==> src/rtl/ir_blk_sequencer.sv <==
// ---------------------------------------------------------------------------
// ir_blk_sequencer
//   Block controller for the interleaver datapath. Decodes (rate_id,
//   subchan_ct) into Ncbps and the per-block word count. It then sequences the
//   fill of the block buffer in EX_W-bit words, fires the permutation, and
//   drains the permuted buffer downstream. Only one block is in flight at a
//   time. The configuration is latched when the first word of a block is
//   accepted.
//
// Ports
//   clk, reset    clock, synchronous active-high reset
//   rate_id       modulation select (0 BPSK .. 3 64-QAM), sampled at block start
//   subchan_ct    subchannel code (0..4 legal), sampled at block start
//   in_valid      upstream word valid
//   in_ready      controller accepts an upstream word this cycle
//   wr_en         buffer write strobe (in_valid & in_ready)
//   wr_addr       buffer word address of the current write
//   perm_go       one-cycle pulse that starts the permutation
//   cfg_rate      latched rate_id of the current block
//   cfg_subch     latched subchan_ct of the current block
//   blk_ncbps     latched Ncbps of the current block
//   rd_addr       buffer word address presented downstream
//   out_valid     word at rd_addr is valid
//   out_ready     downstream accepts the word
//   out_last      rd_addr is the final word of the block
//   cfg_err       illegal subchannel code offered at block start
//   busy          controller is not idle
//   dbg_state     current FSM state, for debug and checker binding
//
// Handshake rule (both sides): a word transfers on a cycle where valid and
// ready are both high. On the upstream side, in_ready never depends on
// in_valid. On the downstream side, out_valid and rd_addr hold until out_ready.
// ---------------------------------------------------------------------------
module ir_blk_sequencer #(
  parameter int EX_W    = 12,
  parameter int RATE_W  = 2,
  parameter int SUBCT_W = 3,
  parameter int CT_W    = 11
) (
  input  logic               clk,
  input  logic               reset,
  input  logic [RATE_W-1:0]  rate_id,
  input  logic [SUBCT_W-1:0] subchan_ct,
  input  logic               in_valid,
  output logic               in_ready,
  output logic               wr_en,
  output logic [CT_W-1:0]    wr_addr,
  output logic               perm_go,
  output logic [RATE_W-1:0]  cfg_rate,
  output logic [SUBCT_W-1:0] cfg_subch,
  output logic [10:0]        blk_ncbps,
  output logic [CT_W-1:0]    rd_addr,
  output logic               out_valid,
  input  logic               out_ready,
  output logic               out_last,
  output logic               cfg_err,
  output logic               busy,
  output logic [1:0]         dbg_state
);

  typedef enum logic [1:0] {
    IDLE  = 2'd0,
    FILL  = 2'd1,
    PERM  = 2'd2,
    DRAIN = 2'd3
  } state_e;

  localparam logic [10:0] EX_W_L = 11'(EX_W);

  state_e             state_q, state_d;
  logic [CT_W-1:0]    cnt_q, cnt_d;
  logic [CT_W-1:0]    words_q, words_d;
  logic [RATE_W-1:0]  cfg_rate_q, cfg_rate_d;
  logic [SUBCT_W-1:0] cfg_subch_q, cfg_subch_d;
  logic [10:0]        ncbps_q, ncbps_d;

  // Decode of the configuration currently on the inputs. It is only used in
  // IDLE, when the first word of a block is accepted.
  logic [10:0]     base_ncbps;
  logic [10:0]     ncbps_in;
  logic [10:0]     words_div;
  logic [CT_W-1:0] words_in;
  logic            legal;

  always_comb begin
    base_ncbps = 11'd192;
    case (rate_id)
      RATE_W'(1): base_ncbps = 11'd384;
      RATE_W'(2): base_ncbps = 11'd768;
      RATE_W'(3): base_ncbps = 11'd1152;
      default:    base_ncbps = 11'd192;
    endcase
    ncbps_in  = base_ncbps >> subchan_ct;
    words_div = ncbps_in / EX_W_L;
    // A block always occupies at least one buffer word.
    words_in  = (words_div == 11'd0) ? CT_W'(1) : CT_W'(words_div);
    legal     = (subchan_ct <= SUBCT_W'(4));
  end

  always_ff @(posedge clk) begin
    if (reset) begin
      state_q     <= IDLE;
      cnt_q       <= '0;
      words_q     <= '0;
      cfg_rate_q  <= '0;
      cfg_subch_q <= '0;
      ncbps_q     <= '0;
    end else begin
      state_q     <= state_d;
      cnt_q       <= cnt_d;
      words_q     <= words_d;
      cfg_rate_q  <= cfg_rate_d;
      cfg_subch_q <= cfg_subch_d;
      ncbps_q     <= ncbps_d;
    end
  end

  always_comb begin
    state_d     = state_q;
    cnt_d       = cnt_q;
    words_d     = words_q;
    cfg_rate_d  = cfg_rate_q;
    cfg_subch_d = cfg_subch_q;
    ncbps_d     = ncbps_q;
    in_ready    = 1'b0;
    wr_en       = 1'b0;
    wr_addr     = '0;
    rd_addr     = '0;
    out_valid   = 1'b0;
    out_last    = 1'b0;
    perm_go     = 1'b0;
    cfg_err     = 1'b0;

    case (state_q)
      IDLE: begin
        in_ready = legal;
        cfg_err  = in_valid & ~legal;
        wr_en    = in_valid & legal;
        if (wr_en) begin
          // The first word goes to address 0 in this same cycle.
          cfg_rate_d  = rate_id;
          cfg_subch_d = subchan_ct;
          ncbps_d     = ncbps_in;
          words_d     = words_in;
          if (words_in == CT_W'(1)) begin
            // Single-word block: skip FILL. Keeping cnt at 0 holds the
            // invariant cnt <= words-1.
            cnt_d   = '0;
            state_d = PERM;
          end else begin
            cnt_d   = CT_W'(1);
            state_d = FILL;
          end
        end
      end

      FILL: begin
        in_ready = 1'b1;
        wr_en    = in_valid;
        wr_addr  = cnt_q;
        if (in_valid) begin
          if (cnt_q == words_q - CT_W'(1)) begin
            cnt_d   = '0;
            state_d = PERM;
          end else begin
            cnt_d = cnt_q + CT_W'(1);
          end
        end
      end

      PERM: begin
        perm_go = 1'b1;
        cnt_d   = '0;
        state_d = DRAIN;
      end

      DRAIN: begin
        out_valid = 1'b1;
        rd_addr   = cnt_q;
        out_last  = (cnt_q == words_q - CT_W'(1));
        if (out_ready) begin
          if (out_last) begin
            cnt_d   = '0;
            state_d = IDLE;
          end else begin
            cnt_d = cnt_q + CT_W'(1);
          end
        end
      end

      default: begin
        state_d = IDLE;
        cnt_d   = '0;
      end
    endcase
  end

  assign cfg_rate  = cfg_rate_q;
  assign cfg_subch = cfg_subch_q;
  assign blk_ncbps = ncbps_q;
  assign busy      = (state_q != IDLE);
  assign dbg_state = state_q;

endmodule

==> config.mk <==
export PLATFORM = sky130hd
export DESIGN_NAME = ir_blk_sequencer
export DESIGN_NICKNAME = d
export VERILOG_FILES = /design/src/rtl/ir_blk_sequencer.sv
export SDC_FILE = /design/constraint.sdc
export NUM_CORES = 1
export LEC_CHECK = 0
export BUFFER_PORTS_ARGS = -buffer_cell sky130_fd_sc_hd__buf_4
export CAP_MARGIN = 20
export CORE_MARGIN = 4
export CORE_UTILIZATION = 46
export CTS_CLUSTER_SIZE = 14
export DETAILED_ROUTE_END_ITERATION = 16
export HOLD_SLACK_MARGIN = 0.02
export PLACE_DENSITY = 0.69
export SYNTH_ARGS = -nofsm -noshare
export SYNTH_HDL_FRONTEND = slang
export SYNTH_SLANG_ARGS = --single-unit
==> constraint.sdc <==
create_clock -name clk -period 8.5 [get_ports clk]
set_clock_uncertainty 0.05 [all_clocks]
set_input_delay 0.425 -clock clk [delete_from_list [all_inputs] [get_ports clk]]
set_output_delay 0.425 -clock clk [all_outputs]
set_load 0.1 [all_outputs]
After elaboration in Yosys (flattened, before gate mapping):

Cells that the tools add are included.
W data, S select, Z words.

* register bits: 40
* input bits: 9
* output and inout port bits: 47
* word-level logic and storage cells: 56

* $add $sub $neg: 2
* divide/modulo/power cells: 1
* order comparisons: 1
* equal/unequal tests: 13
* shift operators: 1
* muxes and demuxes: 23
* bitwise operators: 3
* reduce and logical (&&, ||, !) cells: 6

Operator list (count)
* $mux W11: 7
* $pmux W11 S4: 1
* $pmux W11 S3: 1
* $mux W2: 6
* $add A11 B1 Y11 const B: 1
* $div A11 B4 Y11 const B: 1
* $eq A11 B1 Y1 const B: 1
* $eq A11 B11 Y1: 1
* $logic_not A11 Y1: 1
* $shr A11 B3 Y11: 1
* $sub A11 B1 Y11 const B: 1
* $ne A2 B2 Y1 const B: 5
* $eq A2 B2 Y1 const B: 4
* $pmux W2 S4: 1
* $mux W1: 5
* $reduce_and A5 Y1: 1
* $eq A2 B1 Y1 const B: 2
* $pmux W1 S2: 2
* $le A3 B3 Y1 const B: 1
* $reduce_and A3 Y1: 1
* $and A1 B1 Y1: 2
* $logic_not A2 Y1: 1
* $reduce_and A2 Y1: 1
* $reduce_bool A2 Y1: 1
* $not A1 Y1: 1

Depth between registers and ports, before layout:

* depth after elaboration: 10
* depth in mapped cells: 13
* mapped depth without buffers: 11

Worst setup path after synthesis:

No wires, ideal clock.

* path type: register -> output
* start: reg state_q[0], in the netlist dbg_state[0]
* end: out out_last
* arrival: 3443 ps
* data required time: 8025 ps
* slack: 4582 ps
* cell stages (with the launch flop): 4
* buffers on the path: 0
* cells stage by stage: dfxtp_1 -> ha_1 -> inv_1 -> nor2_1

* longest elaborated chain between the ends: 2

Ends and longest elaborated chain
* from (decl): line 70 `state_e state_q, state_d;`
* from (signal assigned): line 109 `state_q <= state_d;`
* $eq A2 B2 Y1: line 134 `case (state_q)`
* $mux W1: line 134
* to (decl): line 55 `output logic out_last,`

No other way between the ends.

Worst setup path in the final report:

* start: reg words_q[0]
* end: reg cnt_q[8]

* longest elaborated chain between the ends: 5
* elaborated cells on any way between the ends: 6
* classes of those cells: add/sub: 1; eq/ne: 1; mux: 4

Ends and longest elaborated chain
* from (decl): line 72 `logic [CT_W-1:0] words_q, words_d;`
* from (signal assigned): line 111 `words_q <= words_d;`
* $sub A11 B1 Y11 (*): line 162, 180
* $eq A11 B11 Y1 (*): line 162, 180
* $mux W11 (*): line 162, 182
* $mux W11, on equally long branches: line 181, 161
* $pmux W11 S4 (*): line 134
* to (signal assigned): line 110 `cnt_q <= cnt_d;`
* to (decl): line 71 `logic [CT_W-1:0] cnt_q, cnt_d;`

Every way passes the cells marked *; elsewhere a longest branch is shown, timed or not. The select of a mux whose other input is x is not followed.
A chain may end at the register's enable or synchronous reset.

==> results.yml <==
final_layout:
  fillCellCount: 582
  nets: 457
  layout_common_cells: "57 x buf_4, 47 x nor2_1, 37 x a21oi_1, 37 x dfxtp_1, 34 x nand2_1"
  final_common_cell: "buf_4"
  diodes: 0
  synthToLayoutAreaGrowth_pct: 18.15
  drive_gt1_share_pct: 18.04
  final_util_pct: 56.56
setup_path:
  crit_type: "reg2reg"
  cp_max_fo: 12
  crit_path_end_kind: "flip-flop"
  cp.arrival_ns: 3.47
  critPathLaunchType: "flip-flop"
  critical_path_required_ns: 8.68
timing:
  fin_crit_sh_pct: 38.73
  relSlewSlack_pct: 47.13
  drv_slew: 0
  min_period_ns: 3.292
  fmax_mhz: 303.8
  hold_viol: 0
  setup_viol: 0
  rsz0062_at_grt: "no"
  tns_ns: 0
  worst_pin_slew_ns: 0.7908
power_and_ir_drop:
  ir_drop_uv: 260.6
  p_seq_share_pct: 26.8
  leakage_nw: 1.406
  p_int_mw: 0.3968
  p_total_mw: 0.7947
  combPwrFrac_pct: 53.3
  power.switching_mw: 0.3979
  clockPowerShare_pct: 19.9
  swShare_pct: 50.07
  power_density_nw_per_um2: 234.6
floorplan:
  chipHeight_um: 86.96
  dieArea_um2: 7561
  start_util_pct: 47.87
  core-area_um2: 5991
  dieWidth_um: 86.96
  ios: 56
  row_count: 28
logic_synthesis:
  synth_seq_cells: 37
  syn-instance-count: 398
  netlist_area_um2: 2868
  syn_nets: 418
  ys_async_sr_fraction_pct: 0
  synth_cell_types: 59
  synth_top_area_share_pct: 25.83
  synth-main-ff-cell: "dfxtp_1"
  synth_area_leaders: "dfxtp_1 26%, a21oi_1 6.5%, nor2_1 6.2%, o21ai_0 5.4%, and2_1 4.8%"
  yosysWarningCount: 0
  synth-edff-count: 0
  yosys.area.top_type: "dfxtp_1"
  synth_seq_area_share_pct: 25.83
  postSynthAreaPerCell_um2: 7.205
clock_tree:
  cts_resized: 0
  ctsHtreeMaxLevel: 2
  root_buffer: "clkbuf_8"
  worstSkewPairLatency_ns: 0.29
  post_cts_buffers: 0
  clkSinkCount: 37
  path_clk_slew_ns: 0.08
  cts_tree: "done"
  cts_inserted_buffers: 5
  hold_buffers: 0
  cts_buffer_depth: 2
job:
  drv_cap: 0
global_routing:
  antenna_found_initial: 0
  grt-busiest-layer: "met2"
  grt_pass1_wl_um: 13290
  grt.overflow.total: 0
  use_met1_pct: 29.19
  grt.total_usage_pct: 21.51
  grt_util_met2_pct: 34.02
  grt_pass1_vias: 2827
  grt_max_degree: 39
  met3_usage_pct: 4.541
detailed_routing:
  routed_wl_um: 7789
  dr.pass1.iters: 5
  wl_per_cell_um: 15.18
  drc_errors: 0
  drt_iter0_drc: 224
  drtAntennaViolNets: 0
  routed-via-count: 2973
  viasPerCell: 5.795
placed_design:
  place_hpwl_um: 5611
  io_buffers: 55
  gp_congestion: 0.8466
outcome:
  outcome: "finished, final reports clean"
min_path:
  hold_class: "in2reg"
[worst max-delay path: stages, from the launching register on]
cell       delay (ns)
dfxtp_1          0.36
or4_1            0.59
nor4_1           0.27
xnor2_1          0.18
a2111oi_2        0.08
a31oi_1          0.37
nand2_1          0.38
nor2_1           0.63
nand3b_1         0.15
a21oi_1          0.17
[registers in the layout (all words and copies together), names as in the netlist]
name / cells
blk_ncbps: 11
cnt_q: 11
words_q: 8
cfg_subch: 3
cfg_rate: 2
dbg_state: 2
[through the flow]
| step | setup slack [ns] | hold WS [ns] | cells | instance area [um^2] |
|---|---|---|---|---|
| floorplan | 4.582 | 0.4208 | 398 | 2868 |
| global placement | 5.122 | 0.3955 | 505 | 3273 |
| detailed placement | 5.089 | 0.4004 | 505 | 3273 |
| CTS | 5.234 | 0.3695 | 513 | 3388 |
| global route | 4.795 | 0.3977 | 513 | 3388 |
| finish | 5.208 | 0.3727 | 513 | 3388 |
[cell usage after synthesis, types with 8 or more instances]
| cell | n |
|---|---|
| nor2_1 | 47 |
| a21oi_1 | 37 |
| dfxtp_1 | 37 |
| nand2_1 | 34 |
| o21ai_0 | 31 |
| and2_1 | 22 |
| clkbuf_1 | 17 |
| inv_1 | 14 |
| nand3_1 | 14 |
| ha_1 | 11 |
| nor3_1 | 11 |
| a211oi_1 | 9 |
| nor2b_1 | 8 |
[power groups by stage]
stage | logic, mW | clock network [mW] | registers (mW)
after floorplan | 0.259 | 0 | 0.296
after global placement | 0.415 | 0 | 0.217
after detailed placement | 0.421 | 0 | 0.217
after CTS | 0.422 | 0.162 | 0.213
after global routing | 0.456 | 0.167 | 0.217
final | 0.424 | 0.158 | 0.213
[layer usage]
layer | share of wire, % | up-vias
met2 | 45 | 105
li1 | - | 1491
met1 | 46 | 1364
met4 | 1.6 | 0
met3 | 7.0 | 13
met5 | 0 | -
[area by class of cell]
type	instances	area, um^2	share of cell area, %
inverters	17	63.81	1.883
repair buffers	57	427.9	12.63
flip-flops and latches	37	740.7	21.86
well taps	75	93.84	2.770
multi-input cells	319	1947	57.46
clock buffers	5	68.82	2.031
clock inverters	3	46.29	1.366
[kinds of logic after synthesis]
kind of cell | after synthesis | synth area share (%)
muxes | 6 | 2.618
buffers and inverters | 42 | 6.282
DFF | 37 | 25.83
AOI/OAI and AO/OA | 119 | 26.61
adders and majority gates | 11 | 4.799
xor gates and xnor gates | 12 | 3.665
and+or+nand+nor | 171 | 30.19
[worst paths after layout]
kind / start / to / slack (ns) / cells after the start
worst max-delay path: words_q[0]$_SDFFE_PP0P_ / cnt_q[8]$_SDFFE_PP0P_ / 5.21 / 9
worst min-delay path: rate_id[1] / cfg_rate[1]$_SDFFE_PP0P_ / 0.37 / 3
worst max register to register: words_q[0]$_SDFFE_PP0P_ / cnt_q[8]$_SDFFE_PP0P_ / 5.21 / 9
worst min register to register: cfg_rate[1]$_SDFFE_PP0P_ / cfg_rate[1]$_SDFFE_PP0P_ / 0.41 / 2
Power figures use the tool's default switching activity.
